[src/rtl/fetch_redirect_unit_if.sv]
// Fetch-side bus of fetch_redirect_unit: stall, predecode, predictor and ID-resolution
// inputs plus the fetch PC, predictor request and squash/flush/full outputs.
interface fetch_redirect_unit_if #(
   parameter int XLEN = 32
);
   logic            i_stall;
   logic            i_fetch_is_branch;
   logic            i_bpu_prediction;
   logic [XLEN-1:0] i_bpu_predicted_pc;
   logic            i_resolve_valid;
   logic            i_resolve_taken;
   logic [XLEN-1:0] i_resolve_target;
   logic [XLEN-1:0] o_pc;
   logic            o_bpu_is_branch;
   logic [XLEN-1:0] o_bpu_branch_pc;
   logic            o_squash;
   logic            o_flush;
   logic            o_pq_full;

   modport master (
      input  i_stall, i_fetch_is_branch, i_bpu_prediction, i_bpu_predicted_pc,
             i_resolve_valid, i_resolve_taken, i_resolve_target,
      output o_pc, o_bpu_is_branch, o_bpu_branch_pc, o_squash, o_flush, o_pq_full
   );

   modport slave (
      output i_stall, i_fetch_is_branch, i_bpu_prediction, i_bpu_predicted_pc,
             i_resolve_valid, i_resolve_taken, i_resolve_target,
      input  o_pc, o_bpu_is_branch, o_bpu_branch_pc, o_squash, o_flush, o_pq_full
   );
endinterface

[src/rtl/fetch_redirect_unit.sv]
// Fetch next-PC generator with one-cycle-late taken redirects and an in-order prediction queue.
// Optional FRU_STATS_EN adds saturating branch/mispredict counters (o_branch_cnt, o_mispred_cnt).
module fetch_redirect_unit #(
   parameter int              XLEN     = 32,
   parameter logic [XLEN-1:0] RESET_PC = '0,
   parameter int              PQ_DEPTH = 4
) (
   input  logic                  clk,
   input  logic                  rst_n,
   fetch_redirect_unit_if.master bus
`ifdef FRU_STATS_EN
   ,
   output logic [31:0]           o_branch_cnt,
   output logic [31:0]           o_mispred_cnt
`endif
);
   localparam int PTR_W = $clog2(PQ_DEPTH);
   localparam int CNT_W = PTR_W + 1;

   logic [XLEN-1:0]  pc_q, pc_d;
   logic             pend_q;
   logic [XLEN-1:0]  pend_pc_q;
   logic [PTR_W-1:0] head_q, tail_q;
   logic [CNT_W-1:0] count_q;

   logic [XLEN-1:0]  pq_pc   [PQ_DEPTH];
   logic             pq_pred [PQ_DEPTH];
   logic [XLEN-1:0]  pq_tgt  [PQ_DEPTH];

   logic             pq_full, pend_taken, resolve, mispredict, issue, push, pop;
   logic [XLEN-1:0]  head_pc, head_tgt, push_tgt;
   logic             head_pred;

   // The pending (not yet pushed) prediction reserves a queue slot.
   assign pq_full    = (count_q + CNT_W'(pend_q)) == CNT_W'(PQ_DEPTH);
   assign pend_taken = pend_q & bus.i_bpu_prediction;
   assign resolve    = bus.i_resolve_valid & (count_q != '0);

   assign head_pc    = pq_pc[head_q];
   assign head_pred  = pq_pred[head_q];
   assign head_tgt   = pq_tgt[head_q];

   assign mispredict = resolve & ((bus.i_resolve_taken != head_pred) |
                                  (bus.i_resolve_taken & (bus.i_resolve_target != head_tgt)));

   assign issue    = bus.i_fetch_is_branch & ~bus.i_stall & ~pq_full & ~pend_taken & ~mispredict;
   assign push     = pend_q & ~mispredict;
   assign pop      = resolve & ~mispredict;
   assign push_tgt = bus.i_bpu_prediction ? bus.i_bpu_predicted_pc : pend_pc_q + XLEN'(4);

   always_comb begin
      pc_d = pc_q;
      if (mispredict) begin
         pc_d = bus.i_resolve_taken ? bus.i_resolve_target : head_pc + XLEN'(4);
      end else if (pend_taken) begin
         pc_d = bus.i_bpu_predicted_pc;
      end else if (~bus.i_stall & ~pq_full) begin
         pc_d = pc_q + XLEN'(4);
      end
   end

   always_ff @(posedge clk) begin
      if (!rst_n) begin
         pc_q      <= RESET_PC;
         pend_q    <= 1'b0;
         pend_pc_q <= '0;
         head_q    <= '0;
         tail_q    <= '0;
         count_q   <= '0;
      end else begin
         pc_q   <= pc_d;
         pend_q <= issue;
         if (issue) begin
            pend_pc_q <= pc_q;
         end
         if (mispredict) begin
            head_q  <= '0;
            tail_q  <= '0;
            count_q <= '0;
         end else begin
            if (push) tail_q <= tail_q + PTR_W'(1);
            if (pop)  head_q <= head_q + PTR_W'(1);
            case ({push, pop})
               2'b10:   count_q <= count_q + CNT_W'(1);
               2'b01:   count_q <= count_q - CNT_W'(1);
               default: count_q <= count_q;
            endcase
         end
      end
   end

   // Entry storage carries no reset; validity lives entirely in the pointers and count.
   always_ff @(posedge clk) begin
      if (push) begin
         pq_pc[tail_q]   <= pend_pc_q;
         pq_pred[tail_q] <= bus.i_bpu_prediction;
         pq_tgt[tail_q]  <= push_tgt;
      end
   end

   assign bus.o_pc            = pc_q;
   assign bus.o_bpu_is_branch = issue;
   assign bus.o_bpu_branch_pc = pc_q;
   assign bus.o_squash        = pend_taken & ~mispredict;
   assign bus.o_flush         = mispredict;
   assign bus.o_pq_full       = pq_full;

`ifdef FRU_STATS_EN
   logic [31:0] branch_cnt_q, mispred_cnt_q;

   always_ff @(posedge clk) begin
      if (!rst_n) begin
         branch_cnt_q  <= '0;
         mispred_cnt_q <= '0;
      end else begin
         if (push && (branch_cnt_q != '1))        branch_cnt_q  <= branch_cnt_q + 32'd1;
         if (mispredict && (mispred_cnt_q != '1)) mispred_cnt_q <= mispred_cnt_q + 32'd1;
      end
   end

   assign o_branch_cnt  = branch_cnt_q;
   assign o_mispred_cnt = mispred_cnt_q;
`endif
endmodule

[src/flat_wrapper.sv]
// flat-port wrapper written by rule: the top's interface ports become plain ports
module fetch_redirect_unit_flat 
#(
   parameter int              XLEN     = 32,
   parameter logic [XLEN-1:0] RESET_PC = '0,
   parameter int              PQ_DEPTH = 4
)
  (clk, rst_n, bus_i_stall, bus_i_fetch_is_branch, bus_i_bpu_prediction, bus_i_bpu_predicted_pc, bus_i_resolve_valid, bus_i_resolve_taken, bus_i_resolve_target, bus_o_pc, bus_o_bpu_is_branch, bus_o_bpu_branch_pc, bus_o_squash, bus_o_flush, bus_o_pq_full);
  fetch_redirect_unit_if #(.XLEN(XLEN)) bus_i ();
  input  logic clk;
  input  logic rst_n;
  input wire logic [$bits(bus_i.i_stall)-1:0] bus_i_stall;
  input wire logic [$bits(bus_i.i_fetch_is_branch)-1:0] bus_i_fetch_is_branch;
  input wire logic [$bits(bus_i.i_bpu_prediction)-1:0] bus_i_bpu_prediction;
  input wire logic [$bits(bus_i.i_bpu_predicted_pc)-1:0] bus_i_bpu_predicted_pc;
  input wire logic [$bits(bus_i.i_resolve_valid)-1:0] bus_i_resolve_valid;
  input wire logic [$bits(bus_i.i_resolve_taken)-1:0] bus_i_resolve_taken;
  input wire logic [$bits(bus_i.i_resolve_target)-1:0] bus_i_resolve_target;
  output wire logic [$bits(bus_i.o_pc)-1:0] bus_o_pc;
  output wire logic [$bits(bus_i.o_bpu_is_branch)-1:0] bus_o_bpu_is_branch;
  output wire logic [$bits(bus_i.o_bpu_branch_pc)-1:0] bus_o_bpu_branch_pc;
  output wire logic [$bits(bus_i.o_squash)-1:0] bus_o_squash;
  output wire logic [$bits(bus_i.o_flush)-1:0] bus_o_flush;
  output wire logic [$bits(bus_i.o_pq_full)-1:0] bus_o_pq_full;
  assign bus_i.i_stall = bus_i_stall;
  assign bus_i.i_fetch_is_branch = bus_i_fetch_is_branch;
  assign bus_i.i_bpu_prediction = bus_i_bpu_prediction;
  assign bus_i.i_bpu_predicted_pc = bus_i_bpu_predicted_pc;
  assign bus_i.i_resolve_valid = bus_i_resolve_valid;
  assign bus_i.i_resolve_taken = bus_i_resolve_taken;
  assign bus_i.i_resolve_target = bus_i_resolve_target;
  assign bus_o_pc = bus_i.o_pc;
  assign bus_o_bpu_is_branch = bus_i.o_bpu_is_branch;
  assign bus_o_bpu_branch_pc = bus_i.o_bpu_branch_pc;
  assign bus_o_squash = bus_i.o_squash;
  assign bus_o_flush = bus_i.o_flush;
  assign bus_o_pq_full = bus_i.o_pq_full;
  fetch_redirect_unit #(.XLEN(XLEN), .RESET_PC(RESET_PC), .PQ_DEPTH(PQ_DEPTH)) u_core (.clk(clk), .rst_n(rst_n), .bus(bus_i));
endmodule
[config.mk]
export PLATFORM = sky130hd
export DESIGN_NAME = fetch_redirect_unit_flat
export DESIGN_NICKNAME = d
export VERILOG_FILES = /design/src/rtl/fetch_redirect_unit_if.sv /design/src/rtl/fetch_redirect_unit.sv /design/src/flat_wrapper.sv
export SDC_FILE = /design/constraint.sdc
export NUM_CORES = 1
export LEC_CHECK = 0
export CORE_UTILIZATION = 50
export CTS_CLUSTER_SIZE = 30
export DETAILED_ROUTE_END_ITERATION = 10
export DONT_BUFFER_PORTS = 1
export MAX_ROUTING_LAYER = met4
export PLACE_DENSITY_LB_ADDON = 0.3
export SETUP_SLACK_MARGIN = 0.2
export SLEW_MARGIN = 20
export SYNTH_ARGS = -nofsm -noshare
export SYNTH_HDL_FRONTEND = slang
export SYNTH_SLANG_ARGS = --single-unit
[constraint.sdc]
create_clock -name clk -period 5.9 [get_ports clk]
set_input_delay 1.18 -clock clk [delete_from_list [all_inputs] [get_ports clk]]
set_output_delay 1.18 -clock clk [all_outputs]
set_load 0.01 [all_outputs]
==> results by group, run 1 <==
Yosys
  – Cell count after synthesis: 1212
  – Leading cell type by number of instances after synthesis: edfxtp_1
  – Share of the synthesized area in the top cell type: 49.3%
  – Simple-gate area share of the yosys netlist: 10.4%
  – Synth top area cells: edfxtp_1 49%, dfxtp_1 9.4%, mux4_2 7.0%, mux2i_1 6.1%, nand2_1 4.0%
  – Leading register cell type out of synthesis: edfxtp_1
  – Area of the mapped netlist: 15800 sq um
  – Largest area contributor in the synthesized netlist: edfxtp_1
  – Net Count, Synth: 1294
  – Sequential element share of the synthesized area: 58.7%
  – Number of flip-flops and latches in the synthesized netlist: 334
  – Mux share of post-synthesis cell area: 13.6%
  – Netlist cell types: 60
  – Share of async-settable or async-resettable flops after synthesis: 0%
  – Combinational family with the most area after synthesis: multiplexers
  – Synthesized area per cell: 13.1 sq um
  – Area share of fa/ha/maj cells after synthesis: 0.917%
  – Leading post-synthesis cells by instance count: 260 x edfxtp_1, 170 x nand2_1, 96 x mux2i_1, 74 x dfxtp_1, 64 x xor2_1
  – Number of synthesis warnings: 0
  – Compound-Gate Fraction of Synth Area: 6.35%
  – Number of synthesized flops with an enable pin: 260
  – Post-synthesis xor/xnor area fraction: 6.09%

Clock network
  – TritonCTS clock tree: built
  – CTS Hold Buffers Added: 0
  – Number of buffers added by the clock tree synthesis step: 35
  – CTS Sinks: 334
  – Number of H-tree levels: 2
  – Clk root buf: clkbuf_16
  – Number of buffers between clock root and the deepest sink: 3
  – Clock-pin slew reported for the worst setup and hold paths after clock tree synthesis: 0.06 ns
  – Worst skew pair latency: 0.52 ns

Floorplanning
  – Placement row count: 64
  – Chip width: 180 um
  – Chip Height: 180 um
  – Core area: 30800 sq um
  – I/O pin count: 139
  – Die footprint: 32400 sq um
  – Initial Util: 51.3%

Setup path
  – Last element of the critical path: bus_o_squash
  – Worst-case reg-to-reg path depth: 9
  – Flop2flop setup slack: 1.27 ns
  – Setup Crit Path Kind: reg2out
  – Data required time of the worst path: 4.72 ns
  – Maximum fanout along the worst path: 19
  – Worst EP arrival: 4.39 ns
  – Worst Setup Start Kind: flop
  – Reg2Reg Capture Point: u_core.pq_pc[3][20]$_DFFE_PP_
  – Setup crit end kind: output pin

Timing
  – Max Slew Vio Count: 0
  – Tightest Pin Transition: 0.959 ns
  – Peak Freq: 180 MHz
  – Setup TNS Final: 0 ns
  – Remaining max-slew budget at the tightest pin: 35.4%
  – Clock Skew: 0.0266 ns
  – Share of the clock period used by the worst path after layout: 94.4%
  – Hold Fails Final Rpt: 0
  – Final setup fails: 0
  – Final worst path period need: 5.57 ns
  – RSZ-0062 raised after global routing: false

Global route
  – Combined global-route utilization of all metal layers: 27.6%
  – Via count of the first global-routing pass: 9754
  – Initial antenna violation count: 1
  – Total global routing overflow: 0
  – Global-route wire length before repair: 63700 um
  – Largest net degree at the start of global routing: 119

Routing
  – Total vias in the final route: 10003
  – Ratio of routed vias to standard cells: 6.26
  – Antenna-violating nets left: 0
  – Total wire length: 43100 um
  – Wire length per cell after detailed routing: 26.9 um
  – Initial DRT Pass Iterations: 9
  – Initial DRC count: 1013
  – Number of design rule violations left after detail routing: 16

Pwr
  – Worst vdd ir: 0.157 mV
  – Power density relative to cell area: 299 nW/um^2
  – P_leak: 5.45 nW

Finish
  – Post-layout util: 55.6%
  – Non-Filler Cell Area, Final: 17100 sq um
  – Area Overhead vs Synth: 8.24%
  – Fraction of final layout cells sized beyond drive strength 1: 11.9%
  – Nets: 1258

Place
  – Number of I/O port buffers: 0
  – Routability cong.: 0.943
  – DP Area: 16000 sq um
  – Post-detail-place hpwl: 29800 um

Job
  – Max-cap violations: 0

Outcome
  – Failing checks: design-rule violations
  – Result of the run: complete, but fails checks

Min path
  – Class of the worst hold path: reg2reg
## power by group
part	total, W	internal (W)	switching [W]
Combinational	0.000256	0.000100	0.000156
Sequential	0.00264	0.00257	0.0000707
Clock	0.00222	0.00132	0.000900
Total	0.00512	0.00399	0.00113
## how the worst min path moves through the flow
stage	end	slack, ns	depth (start not counted)	from
global placement	flop	0.47	2	u_core.head_q[0]$_SDFFE_PP0P_
detailed placement	flop	0.50	2	u_core.head_q[0]$_SDFFE_PP0P_
CTS	flop	0.51	2	u_core.head_q[0]$_SDFFE_PP0P_
finish	flop	0.52	2	u_core.head_q[0]$_SDFFE_PP0P_
floorplan	flop	0.46	2	u_core.head_q[0]$_SDFFE_PP0P_
global route	u_core.pq_pc[0][1]$_DFFE_PP_	0.54	0	u_core.pend_pc_q[1]$_SDFFE_PN0P_
## metrics by stage
step | hold WS, ns | setup slack [ns] | total power, W | instances
after floorplan | 0.463 | 0.842 | 0.00289 | 1212
after global placement | 0.473 | 0.735 | 0.00294 | 1533
after detailed placement | 0.500 | 0.723 | 0.00294 | 1533
after CTS | 0.513 | 0.281 | 0.00514 | 1597
after global routing | 0.544 | 0.203 | 0.00526 | 1598
final | 0.517 | 0.329 | 0.00512 | 1599
## repair_timing
action	4_1_cts	5_1_grt
endpoints found under the hold margin	0	0
buffers inserted	2	0
endpoints found under the setup margin	1	0
resized for setup	0	0
## cell usage in the layout (no fill, tap or decap), types with 37 or more instances in the layout
master,instances
edfxtp_1,260
mux2i_1,96
nand3_1,37
xnor2_1,46
o211ai_1,37
xor2_1,64
dfxtp_1,72
nand2_1,169
o21ai_0,54
mux4_2,49
## critical path, cell delays in order (launching register included)
cell,delay (ns)
dfxtp_4,0.54
mux4_2,0.54
nor2b_1,0.14
a311o_1,0.32
or4_1,0.52
or4_1,0.55
o21a_1,0.39
nand2_4,0.35
inv_2,0.26
nor2_1,0.25
## area by class of cell
class / count / area [sq um]
Fill cell: 2501 / 13700
Sequential cell: 334 / 9300
Multi-Input combinational cell: 770 / 5930
Clock buffer: 42 / 912
Tap cell: 396 / 495
Clock inverter: 20 / 231
Timing Repair Buffer: 20 / 208
Inverter: 15 / 56.3
Antenna cell: 2 / 5.00
## sequential cells by signal, indices dropped and copies added, names as in the netlist, 2 cells and up, named ones only
signal / flops
u_core.pq_pc: 128
u_core.pq_tgt: 128
u_core.bus.o_bpu_branch_pc: 32
u_core.pend_pc_q: 32
u_core.pq_pred: 4
u_core.count_q: 3
u_core.head_q: 2
u_core.tail_q: 2
## cell families (layout without fill, tap and decap cells)
family,Yosys count,after routing
AOI/OAI and AO/OA,151,151
xor gates and xnor gates,110,110
adders and majority gates,11,11
buffers and inverters,108,97
DFF,334,334
muxes,153,153
other,0,2
and+or+nand+nor,345,345
## metal layers
| layer | routed length, um | vias up | global-route usage [%] | part of all wire, % |
|---|---|---|---|---|
| met5 | 0 | - | - | 0 |
| met4 | 1330 | 0 | 8.69 | 3.1 |
| met3 | 4210 | 83 | 6.38 | 9.8 |
| met2 | 20100 | 476 | 42.7 | 47 |
| met1 | 17400 | 4970 | 36.1 | 40 |
| li1 | - | 4474 | - | - |
No activity file was read; power rests on OpenSTA's default activity.
==> run 2: changes to the inputs <==
Settings changed: CTS_BUF_LIST set to sky130_fd_sc_hd__clkbuf_8 sky130_fd_sc_hd__clkbuf_16.
==> results by group, run 2 (same netlist as run 1, synthesis figures left out) <==
Finish
  – # fillers: 2501 (unchanged)
  – Area Overhead vs Synth: 8.24% (unchanged)
  – Most common cell after layout, fill and taps aside: edfxtp_1 (unchanged)
  – Sequential cell area: 9300 sq um (unchanged)
  – Largest registers: u_core.pq_pc: 128 flops, u_core.pq_tgt: 128 flops (unchanged)
  – Nets: 1258 (unchanged)
  – Non-Filler Cell Area, Final: 17100 sq um (unchanged)
  – Number of standard cells in the layout, taps in and fillers out: 1599 (unchanged)
  – Fraction of final layout cells sized beyond drive strength 1: 11.9% (unchanged)
  – Highest-count cells in the layout ignoring fill and taps: 260 x edfxtp_1, 169 x nand2_1, 96 x mux2i_1, 72 x dfxtp_1, 64 x xor2_1 (unchanged)
  – Footprint of the multi-input gates: 5930 sq um (unchanged)

Place
  – DP Area: 16000 sq um (unchanged)
  – Instance count after placement with tap cells included: 1533 (unchanged)
  – Minimum setup slack after placement: 0.723 ns (unchanged)
  – Post-detail-place hpwl: 29800 um (unchanged)
  – Number of I/O port buffers: 0 (unchanged)
  – Routability cong.: 0.943 (unchanged)

Timing
  – Clock Skew: 0.0264 ns (was 0.0266 ns)
  – Share of the clock period used by the worst path after layout: 94.5% (was 94.4%)
  – Tightest Pin Transition: 0.961 ns (was 0.959 ns)
  – Max Slew Vio Count: 0 (unchanged)
  – Post-route worst hold slack: 0.518 ns (was 0.517 ns)
  – Final setup fails: 0 (unchanged)
  – Hold Fails Final Rpt: 0 (unchanged)
  – RSZ-0062 raised after global routing: false (unchanged)
  – Setup TNS Final: 0 ns (unchanged)
  – Remaining max-slew budget at the tightest pin: 35.3% (was 35.4%)
  – Peak Freq: 179 MHz (was 180 MHz)
  – Final worst path period need: 5.58 ns (was 5.57 ns)
  – Slack of the critical path: 0.323 ns (was 0.329 ns)

Pwr
  – Internal portion of total power: 0.00398 W (was 0.00399 W)
  – P_leak: 5.47 nW (was 5.45 nW)
  – Proportion of power drawn by combinational gates: 5.0% (about the same)
  – Switching part of the total: 22.1% (was 22.0%)
  – Power density relative to cell area: 298 nW/um^2 (was 299 nW/um^2)
  – Worst vdd ir: 0.156 mV (was 0.157 mV)
  – Net load switching power: 0.00113 W (about the same)
  – Part of the power in registers: 51.7% (was 51.6%)
  – Clock network fraction of total power: 43.3% (was 43.4%)

Clock network
  – Number of H-tree levels: 2 (unchanged)
  – Clk root buf: clkbuf_16 (unchanged)
  – TritonCTS clock tree: built (unchanged)
  – Worst skew pair latency: 0.52 ns (about the same)
  – Number of buffers between clock root and the deepest sink: 3 (unchanged)
  – Number of buffers added by the clock tree synthesis step: 35 (unchanged)
  – Clock-pin slew reported for the worst setup and hold paths after clock tree synthesis: 0.06 ns (about the same)
  – CTS Hold Buffers Added: 0 (unchanged)
  – CTS Sinks: 334 (unchanged)

Setup path
  – Worst-case reg-to-reg path depth: 9 (unchanged)
  – Setup Crit Path Kind: reg2out (unchanged)
  – Slowest stage cell, crit path: or4_1 (unchanged)
  – Reg2Reg Capture Point: u_core.pq_pc[3][20]$_DFFE_PP_ (unchanged)
  – Worst EP arrival: 4.40 ns (was 4.39 ns)
  – Maximum fanout along the worst path: 19 (unchanged)
  – Slowest Stage Delay on Critical Path: 0.55 ns (about the same)
  – Cell breakdown of the critical path: mux4_2, nor2b_1, a311o_1, or4_1, or4_1, o21a_1, nand2_4, inv_2, nor2_1 (unchanged)
  – Flop2flop setup slack: 1.26 ns (was 1.27 ns)
  – Data required time of the worst path: 4.72 ns (about the same)
  – Setup crit end kind: output pin (unchanged)
  – CP most frequent cell: or4_1 (unchanged)
  – Worst Setup Start Kind: flop (unchanged)

Min path
  – Origin of the worst min-delay path: u_core.head_q[0]$_SDFFE_PP0P_ (unchanged)
  – Class of the worst hold path: reg2reg (unchanged)
  – Cells on Worst Hold Path: 2 (unchanged)

Routing
  – Initial DRT Pass Iterations: 8 (was 9)
  – Initial DRC count: 1011 (was 1013)
  – Number of design rule violations left after detail routing: 16 (unchanged)
  – Ratio of routed vias to standard cells: 6.25 (was 6.26)
  – Antenna-violating nets left: 0 (unchanged)
  – Total vias in the final route: 9989 (was 10003)
  – Total wire length: 43100 um (about the same)
  – Wire length per cell after detailed routing: 26.9 um (about the same)

Floorplanning
  – Placement row count: 64 (unchanged)
  – Die footprint: 32400 sq um (unchanged)
  – Core area: 30800 sq um (unchanged)
  – Chip Height: 180 um (unchanged)
  – Chip width: 180 um (unchanged)
  – I/O pin count: 139 (unchanged)
  – Initial Util: 51.3% (unchanged)

Outcome
  – Result of the run: complete, but fails checks (unchanged)
  – Failing checks: design-rule violations (unchanged)

Global route
  – Via count of the first global-routing pass: 9754 (unchanged)
  – Total global routing overflow: 0 (unchanged)
  – Combined global-route utilization of all metal layers: 27.6% (unchanged)
  – Global-route wire length before repair: 63700 um (unchanged)
  – Initial antenna violation count: 1 (unchanged)
  – Largest net degree at the start of global routing: 119 (unchanged)

Job
  – Max-cap violations: 0 (unchanged)
==> run 2: cell count changes in the layout (fill, tap and decap cells not counted) <==
cell / previous run / this run
clkbuf_1: 6 / 0
inv_1: 12 / 18
==> run 2: power groups by stage <==
stage | sequential [W] | combinational (W) | clock [W]
floorplan | 0.00266 | 0.000229 | 0
global placement | 0.00269 | 0.000248 | 0
detailed placement | 0.00269 | 0.000251 | 0
CTS | 0.00264 | 0.000254 | 0.00223
global route | 0.00264 | 0.000276 | 0.00233
finish | 0.00264 | 0.000256 | 0.00221
==> run 2: worst max-delay path by stage <==
stage / endpoint / start
after CTS: bus_o_squash / flop
after global placement: bus_o_squash / flop
after detailed placement: bus_o_squash / flop
after global routing: bus_o_squash / flop
final: bus_o_squash / flop
after floorplan: u_core.pq_pc[0][0]$_DFFE_PP_ / bus_i_resolve_target[12]
==> run 2: stage by stage <==
step	util, %	total power (W)
CTS	55.6	0.00513
global route	55.6	0.00525
floorplan	-	0.00289
finish	55.6	0.00511
detailed placement	51.7	0.00294
global placement	51.7	0.00294
==> run 2: area by class of cell <==
cell class / count / area share, %
Inverter: 15 / 0.329
Sequential cell: 334 / 54.3
Clock buffer: 36 / 5.19
Timing Repair Buffer: 20 / 1.21
Clock inverter: 26 / 1.48
Tap cell: 396 / 2.89
Multi-Input combinational cell: 770 / 34.6
Antenna cell: 2 / 0.0292
==> run 2: worst max-delay path: cells and delay by family (launching register included) <==
family          cells  cell delay (ns)
flops               1             0.53
compound gates      2             0.71
simple gates        5             1.81
buf+inv             1             0.26
mux                 1             0.54
==> run 2: layer usage <==
| layer | global-route usage (%) | part of all wire (%) | wire [um] |
|---|---|---|---|
| met1 | 36.1 | 41 | 17500 |
| met2 | 42.7 | 47 | 20100 |
| met3 | 6.38 | 9.6 | 4130 |
| met4 | 8.69 | 3.0 | 1300 |
| met5 | - | 0 | 0 |
==> run 2: timing repair <==
action | 4_1_cts | 5_1_grt
setup endpoints to repair | 1 | 0
setup buffers | 2 | 0
gates resized for setup | 0 | 0
